[src/rtl/prbs_expect.sv]
// Unrolled one-beat PRBS predictor: predicted word, per-bit error mask and next history.
module prbs_expect #(
    parameter int unsigned              POLY_DEGREE = 7,
    parameter logic [POLY_DEGREE-1:0]   POLYNOMIAL  = 7'h60,
    parameter int unsigned              TDATA_WIDTH = 8
) (
    input  logic [POLY_DEGREE-1:0] hist_i,
    input  logic [TDATA_WIDTH-1:0] rx_i,
    input  logic                   free_run_i,
    output logic [TDATA_WIDTH-1:0] pred_o,
    output logic [TDATA_WIDTH-1:0] err_o,
    output logic [POLY_DEGREE-1:0] hist_o
);

    logic [POLY_DEGREE-1:0] h;
    logic                   nb;

    // Self-sync shifts in received bits; free-run shifts in predictions so errors do not propagate.
    always_comb begin
        h      = hist_i;
        nb     = 1'b0;
        pred_o = '0;
        err_o  = '0;
        for (int unsigned i = 0; i < TDATA_WIDTH; i++) begin
            pred_o[i] = ^(h & POLYNOMIAL);
            err_o[i]  = pred_o[i] ^ rx_i[i];
            nb        = free_run_i ? pred_o[i] : rx_i[i];
            h         = {h[POLY_DEGREE-2:0], nb};
        end
        hist_o = h;
    end

endmodule

[config.mk]
export PLATFORM = sky130hd
export DESIGN_NAME = prbs_expect
export DESIGN_NICKNAME = d
export VERILOG_FILES = /design/src/rtl/prbs_expect.sv
export SDC_FILE = /design/constraint.sdc
export NUM_CORES = 1
export LEC_CHECK = 0
export ABC_AREA = 1
export BUFFER_PORTS_ARGS = -buffer_cell sky130_fd_sc_hd__buf_2
export CAP_MARGIN = 20
export CORE_AREA = 8 8 45 47
export DETAILED_ROUTE_END_ITERATION = 16
export DIE_AREA = 0 0 53 55
export GPL_TIMING_DRIVEN = 0
export MAX_ROUTING_LAYER = met4
export PLACE_DENSITY = 0.7
export SLEW_MARGIN = 5
export SYNTH_ARGS = -nofsm -noshare
export SYNTH_HDL_FRONTEND = slang
export SYNTH_SLANG_ARGS = --single-unit
[constraint.sdc]
create_clock -name vclk -period 1.6
set_input_delay 0.32 -clock vclk [all_inputs]
set_output_delay 0.32 -clock vclk [all_outputs]
set_load 0.05 [all_outputs]
* After elaboration in Yosys (flattened, before gate mapping)
Cells that the tools add are included.
** Operators by class
- Mux-type cells :: 8
- Bitwise gates (word level) :: 8
- Reductions and logical operators :: 8
** Operators with widths (count)
- 7-bit XOR reduction :: 8
- 1-bit two-way mux :: 8
- 1-bit XOR :: 8
** Storage, ports and cells
- Register bits :: 0
- Input bits :: 16
- Output and inout bits :: 23
- Word-level logic and storage cells :: 24

* Depth between registers and ports, before layout
Gate-level depths: netlist of run 1.
- Word-level depth :: 4
- Depth in mapped cells :: 8
- Gate-level depth less buffers :: 8

* Worst setup path before layout of run 1
Ideal clock, no wire load.
- Path kind :: input -> output
- Start :: input hist_i[4]
- End :: output err_o[2]
- Arrival time :: 1.693 ns
- Data required time :: 1.280 ns
- Setup slack :: -0.413 ns
- Stages :: 2
- Path through :: xor2_2 -> xor2_1
** On the way
- Cells in the longest elaborated chain, start to end :: 2
** Ends and longest elaborated chain
- start: declaration :: line 7 : input logic [POLY_DEGREE-1:0] hist_i,
- 7-bit XOR reduction :: line 25 : pred_o[i] = ^(h & POLYNOMIAL);
- 1-bit XOR :: line 26 : err_o[i] = pred_o[i] ^ rx_i[i];
- end: declaration :: line 11 : output logic [TDATA_WIDTH-1:0] err_o,
No other way between the ends.

* Worst setup path in the final report of run 1
- Start :: input rx_i[0]
- End :: output hist_o[0]
** On the way
- Cells in the longest elaborated chain, start to end :: 3
** Ends and longest elaborated chain
- start: declaration :: line 8 : input logic [TDATA_WIDTH-1:0] rx_i,
- 1-bit two-way mux :: line 27 : nb = free_run_i ? pred_o[i] : rx_i[i];
- 7-bit XOR reduction :: line 25
- 1-bit two-way mux :: line 27
- end: declaration :: line 12 : output logic [POLY_DEGREE-1:0] hist_o
No other way between the ends.

==> results of run 1 <==
-- layer usage --
metal / up-vias / global-route usage
met3: 0 / 0.00802
met2: 28 / 0.158
li1: 300 / -
met4: 0 / 0
met5: - / -
met1: 242 / 0.117
-- worst max-delay path by stage --
stage,end,slack (ns),depth (start not counted)
finish,hist_o[0],0.07,8
global route,hist_o[0],0.002,9
CTS,hist_o[0],0.0008,10
detailed placement,hist_o[0],-0.05,10
global placement,hist_o[0],-0.04,10
floorplan,err_o[7],0.004,6
-- synthesized netlist by cell type (all sizes together) --
master / n
nand2: 43
xor2: 10
nand3: 9
inv: 7
buf: 2
or2: 2
-- worst max-delay path, stage by stage --
cell and delay, ns:
buf_2 0.14, or2_1 0.21, nand2_1 0.09, nand2_1 0.07
nand3_1 0.06, nand2_1 0.05, buf_4 0.13, buf_8 0.14
-- per-stage QoR --
| stage | instance area [um2] | power, mW |
|---|---|---|
| finish | 826 | 0.522 |
| global route | 826 | 0.552 |
| CTS | 774 | 0.506 |
| detailed placement | 754 | 0.499 |
| global placement | 754 | 0.495 |
| floorplan | 539 | 0.376 |
-- timing repair --
item | in CTS | in global routing
pin swaps | 0 | 2
setup buffers | 2 | 1
gates resized for setup | 2 | 19
setup endpoints to repair | 3 | 5
-- layout make-up --
type / count / area, um2 / area share
multi-input combinational: 64 / 509 / 0.617
timing repair buffer: 42 / 246 / 0.298
tap: 16 / 20.0 / 0.0242
buffer: 2 / 18.8 / 0.0227
inverter: 7 / 31.3 / 0.0379
-- cell usage in the layout, fill, tap and decap left out --
cell type	netlist	layout
buf_2	0	32
buf_4	1	8
buf_6	1	2
buf_8	0	1
clkbuf_4	0	1
inv_1	5	4
inv_2	2	1
inv_4	0	2
nand2_1	38	30
nand2_2	3	11
nand2_4	2	2
nand3_1	8	7
nand3_2	0	1
nand3_4	1	1
or2_1	2	2
xor2_2	4	4
xor2_4	0	6
-- kinds of logic (layout without fill, tap and decap cells) --
logic type | Yosys count | after routing | share of synthesized area
and+or+nand+nor | 54 | 54 | 0.610
xor gates and xnor gates | 10 | 10 | 0.282
buffers and inverters | 9 | 51 | 0.108
-- power by group through the flow --
stage | Sequential, mW | Clock, mW | Combinational, mW
after floorplan | 0 | 0 | 0.376
after global placement | 0 | 0 | 0.495
after detailed placement | 0 | 0 | 0.499
after CTS | 0 | 0 | 0.506
after global routing | 0 | 0 | 0.552
final | 0 | 0 | 0.522
==> flow_metrics.tcl, run 1 <==
set metrics [dict create \
    yosys-top-cells-area "nand2_1 34%, xor2_2 16%, xor2_1 13%, nand3_1 9.6%, nand2_4 5.4%" \
    timing_hold_violations_final 0 \
    viasPerCell 4.35 \
    drt_iter0_markers 2 \
    fin_crit_ns 1.53 \
    fin_cells 131 \
    synth_seq_area_share 0 \
    power_density_nw_per_um2 633 \
    track_usage 0.0904 \
    crit_required_ns 1.28 \
    dp_cells 128 \
    tightest_slew_ns 0.259 \
    design.seq.count 0 \
    crit_path_end_kind "output port" \
    rsz0062_at_grt "false" \
    grt_start_max_net_pins 9 \
    seq_area_um2 0 \
    totalWireLength_mm 1.40 \
    slew_violations 0 \
    fillCellCount 149 \
    setup_ws_ns 0.0722 \
    dieArea_um2 2920 \
    dpl.hpwl_mm 1.20 \
    antenna_found_initial 0 \
    nets 133 \
    p_switching_mw 0.376 \
    gp_congestion 0.755 \
    met2WireLength_um 630 \
    critPathKind "in -> out" \
    die_y_um 55 \
    area_growth_pct 98.2 \
    clkPwrFrac 0 \
    num_antenna_cells 0 \
    slew_headroom 0.829 \
    synth_cells 73 \
    min_from "rx_i[5]" \
    crit_start "rx_i[0]" \
    synth_top_area_share 0.342 \
    fmax_ghz 0.655 \
    fin_crit_sh 0.955 \
    max_cap_violations 0 \
    core-area_um2 1380 \
    ant_nets 0 \
    clkbuf_count 0 \
    hold_depth 3 \
    synth.avg_cell_area_um2 5.71 \
    timing.hold.ws_ns 1.01 \
    die_x_um 53 \
    finalSetupTns_ns 0 \
    fp-row-count 14 \
    drtPass1Iterations 3 \
    cp-start-kind "input pin" \
    vdd_drop_max_mv 0.267 \
    start_util 0.301 \
    setup_viol 0 \
    holdPathEnd "err_o[5]" \
    vias 570 \
    post-place-ws_ns -0.0484 \
    leakage_nw 0.456 \
    worst-path-max-fanout 3 \
    synth.distinct_cells 12 \
    drive_gt1_frac 0.626 \
    hold_class "in -> out" \
    grt_pass1_wl_mm 2.13 \
    synth_top_area_cell "nand2_1" \
    wl_met1_um 581 \
    combPwrFrac 1.000 \
    grt_pass1_vias 516 \
    synth_nets 89 \
    pwr-share-seq 0 \
    drc 0 \
    cp.arrival_ns 1.21 \
    num_io_pins 39 \
    p_sw_frac 0.719 \
    wl_per_cell_um 10.6 \
    syn_area_um2 417 \
    top_layer "met3" \
    utilization 0.597 \
    status "finished, final reports clean" \
    wl_met3_um 183 \
    hold_buffers 0 \
    numPortBuffers 39 \
    yosysWarnings 0 \
    grt_overflow 0 \
    p_int_mw 0.147 \
]
Note: power is estimated with default switching activity, not from simulation.
==> inputs of run 2 (changes only) <==
Settings changed: MAX_ROUTING_LAYER met4 to default.
==> run 2 against run 1 <==
Effect of this change: total power about the same; first-iteration DRC count unchanged; largest cell class unchanged; critical endpoint unchanged; global-route usage fell by 0.27 points; cell count did not move; combinational power about the same; cell area unchanged; worst setup slack lost 0.00076 ns; count of clock-buffer cells in the layout stayed put; non-clock buffer count is the same; utilization is the same; highest routed layer unchanged.
==> flow_metrics.tcl, run 2 (synthesis gave the netlist of run 1 again) <==
set metrics [dict create \
    gp_congestion 0.745 \
    nets 133 \
    timing_hold_violations_final 0 \
    hold_class "in -> out" \
    viasPerCell 4.39 \
    vdd_drop_max_mv 0.267 \
    die_y_um 55 \
    grt_pass1_vias 516 \
    drc 0 \
    totalWireLength_mm 1.40 \
    fp-row-count 14 \
    status "finished, final reports clean" \
    path_delay_family "simple AND/OR/NAND/NOR gates" \
    hold_buffers 0 \
    tightest_slew_ns 0.257 \
    path_cells "buf_2 > or2_1 > nand2_1 > nand2_1 > nand3_1 > nand2_1 > buf_4 > buf_8" \
    drive_gt1_frac 0.626 \
    fillCellCount 149 \
    fin_crit_sh 0.955 \
    leakage_nw 0.456 \
    final_common_cell "buf_2" \
    fin_crit_ns 1.53 \
    slew_violations 0 \
    crit_buf_inv 3 \
    drtPass1Iterations 2 \
    crit_path_end_kind "output port" \
    seq_area_um2 0 \
    num_io_pins 39 \
    design.seq.count 0 \
    die_x_um 53 \
    critPathKind "in -> out" \
    grt_pass1_wl_mm 2.13 \
    cp_common_cell "nand2_1" \
    ant_nets 0 \
    numPortBuffers 39 \
    total_power_mw 0.522 \
    layout_common_cells "32 x buf_2, 30 x nand2_1, 11 x nand2_2" \
    core-area_um2 1380 \
    clkbuf_count 0 \
    wl_per_cell_um 10.7 \
    critical-path-max-stage-delay_ns 0.21 \
    dieArea_um2 2920 \
    max_cap_violations 0 \
    dpl.hpwl_mm 1.20 \
    vias 575 \
    multi_input_area_um2 509 \
    setup_ws_ns 0.0715 \
    setup_viol 0 \
    dp_cells 128 \
    cp.arrival_ns 1.21 \
    worstSetupPathDepth 8 \
    final_cell_area_um2 826 \
    fin_cells 131 \
    grt_start_max_net_pins 9 \
    track_usage 0.0877 \
    post-place-ws_ns -0.0484 \
    power_density_nw_per_um2 632 \
    antenna_found_initial 0 \
    worst-path-max-fanout 3 \
    num_antenna_cells 0 \
    critical_path.slowest_cell "or2_1" \
    grt_overflow 0 \
    crit_required_ns 1.28 \
    hold_depth 3 \
    finalSetupTns_ns 0 \
    start_util 0.301 \
    rsz0062_at_grt "false" \
    cp-start-kind "input pin" \
    area_growth_pct 98.2 \
    placed_area_um2 754 \
    drt_iter0_markers 2 \
    fmax_ghz 0.654 \
    slew_headroom 0.830 \
]
run 2: cell counts in the layout (fill, tap and decap cells not counted):
Identical to the previous run, type by type.
run 2: final timing paths:
path | start | endpoint
min | rx_i[5] | err_o[5]
max | rx_i[0] | hist_o[0]
run 2: tightest hold or removal path, cell delays in order:
cell and delay (ns):
buf_2 0.11, xor2_2 0.06, buf_2 0.20
run 2: per-layer routing:
layer	up-vias	routed length [um]	global-route usage
met1	246	551	0.110
met3	0	212	0.0187
met2	28	637	0.158
met4	0	0	0
li1	301	-	-
met5	-	0	0
run 2: layout make-up:
| type | instances | share of cell area |
|---|---|---|
| inverters | 7 | 0.0379 |
| plain buffers | 2 | 0.0227 |
| well taps | 16 | 0.0242 |
| multi-input cells | 64 | 0.617 |
| repair buffers | 42 | 0.298 |
run 2: metrics by stage:
stage	util	hold slack, ns
2_1_floorplan	-	0.765
3_3_place_gp	0.545	1.01
3_5_place_dp	0.545	1.02
4_1_cts	0.560	1.02
5_1_grt	0.597	1.03
6_report	0.597	1.01
run 2: timing repair:
item | in CTS | in global routing
pin swaps | 0 | 2
setup endpoints to repair | 3 | 5
gates resized for setup | 2 | 19
buffers inserted | 2 | 1
run 2: where the power goes:
| part | switching (mW) | leakage, nW | internal [mW] |
|---|---|---|---|
| Combinational | 0.375 | 0.456 | 0.147 |
| Sequential | 0 | 0 | 0 |
| Clock | 0 | 0 | 0 |
==> inputs of run 3 (changes only) <==
Settings changed: CORE_AREA 8 8 45 47 to 2 2 39 41, DIE_AREA 0 0 53 55 to 0 0 41 43.
==> run 3 against run 2 <==
Effect of this change: critical path depth increased by 2; sequential cell count unchanged; combinational power decreased by 1%; non-clock buffer count decreased by 1; via count increased by 0.35%; critical path type unchanged; count of clock-buffer cells in the layout unchanged; sequential share of layout area unchanged.
==> flow_metrics.tcl, run 3 (synthesis gave the netlist of run 1 again) <==
set metrics [dict create \
    num_io_pins 39 \
    hold_buffers 0 \
    status "finished, final reports clean" \
    antenna_found_initial 0 \
    numPortBuffers 39 \
    drc 0 \
    die_x_um 41 \
    crit_start "hist_i[5]" \
    slew_headroom 0.834 \
    viasPerCell 4.44 \
    gp_congestion 0.676 \
    ant_nets 0 \
    final_common_cell "buf_2" \
    start_util 0.301 \
    grt_pass1_vias 485 \
    seq_area_um2 0 \
    grt_pass1_wl_mm 1.79 \
    clkbuf_count 0 \
    nets 132 \
    cp_common_cell "nand2_1" \
    worst-path-max-fanout 5 \
    leakage_nw 0.449 \
    cp-endpoint "hist_o[0]" \
    critical-path-max-stage-delay_ns 0.15 \
    power_density_nw_per_um2 636 \
    cp-start-kind "input pin" \
    area_growth_pct 95.2 \
    crit_required_ns 1.28 \
    max_cap_violations 0 \
    timing_hold_violations_final 0 \
    post-place-ws_ns -0.0480 \
    setup_viol 0 \
    fin_crit_sh 0.969 \
    drt_iter0_markers 7 \
    grt_overflow 0 \
    setup_ws_ns 0.0490 \
    num_antenna_cells 0 \
    tightest_slew_ns 0.251 \
    layout_common_cells "32 x buf_2, 30 x nand2_1, 11 x nand2_2" \
    crit_path_end_kind "output port" \
    vias 577 \
    dieArea_um2 1760 \
    core-area_um2 1380 \
    fillCellCount 142 \
    track_usage 0.136 \
    vdd_drop_max_mv 0.281 \
    hold_depth 3 \
    fmax_ghz 0.645 \
    fp-row-count 14 \
    hold_class "in -> out" \
    drive_gt1_frac 0.614 \
    wl_per_cell_um 9.38 \
    fin_crit_ns 1.55 \
    path_cells "clkbuf_4 > inv_4 > nand2_1 > nand3_1 > nand2_2 > nand2_1 > nand3_1 > nand2_1 > buf_4 > buf_8" \
    totalWireLength_mm 1.22 \
    drtPass1Iterations 2 \
    critPathKind "in -> out" \
    dpl.hpwl_um 992 \
    slew_violations 0 \
    total_power_mw 0.517 \
    cp.arrival_ns 1.23 \
    grt_start_max_net_pins 11 \
    critical_path.slowest_cell "clkbuf_4" \
    design.seq.count 0 \
    multi_input_area_um2 504 \
    die_y_um 43 \
]
-- run 3: changes by cell type in the layout (fill, tap and decap cells not counted) --
cell      previous run  this run
buf_4                8         6
nand3_2              1         0
clkbuf_4             1         2
nand3_1              7         8
-- run 3: worst min-delay path by stage --
stage               slack [ns]    start  endpoint
floorplan                 0.77  rx_i[0]  err_o[0]
global placement          1.01  rx_i[2]  err_o[2]
detailed placement        1.01  rx_i[2]  err_o[2]
CTS                       1.01  rx_i[2]  err_o[2]
global route              1.03  rx_i[4]  err_o[4]
finish                    1.01  rx_i[2]  err_o[2]
-- run 3: power by group --
group | internal (mW) | switching, mW | total, mW
logic | 0.145 | 0.372 | 0.517
registers | 0 | 0 | 0
clock network | 0 | 0 | 0
-- run 3: what timing repair did --
action	4_1_cts	5_1_grt
endpoints found under the setup margin	3	3
setup buffers	0	2
resized for setup	5	13
pin swaps	0	2
-- run 3: per-stage QoR --
stage	util	TNS (ns)	cells	area (um2)	hold WS, ns
finish	0.588	0	130	813	1.01
global route	0.588	-0.0340	130	813	1.03
CTS	0.555	0	128	768	1.01
detailed placement	0.545	-0.0768	128	754	1.01
global placement	0.545	-0.0388	128	754	1.01
floorplan	-	0	73	539	0.765
-- run 3: area by class of cell --
class / count / share of cell area
Buffer: 2 / 0.0231
Tap cell: 16 / 0.0246
Timing Repair Buffer: 41 / 0.294
Multi-Input combinational cell: 64 / 0.620
Inverter: 7 / 0.0385
-- run 3: worst max-delay path: cells and delay by family --
family	cells	cell delay, ns
buf+inv	4	0.48
simple gates	6	0.43
-- run 3: layer usage --
| metal | GRT usage | vias up | part of all wire |
|---|---|---|---|
| met5 | 0 | - | 0 |
| met1 | 0.132 | 251 | 0.36 |
| li1 | - | 298 | - |
| met4 | 0 | 0 | 0 |
| met2 | 0.291 | 28 | 0.54 |
| met3 | 0.00524 | 0 | 0.10 |
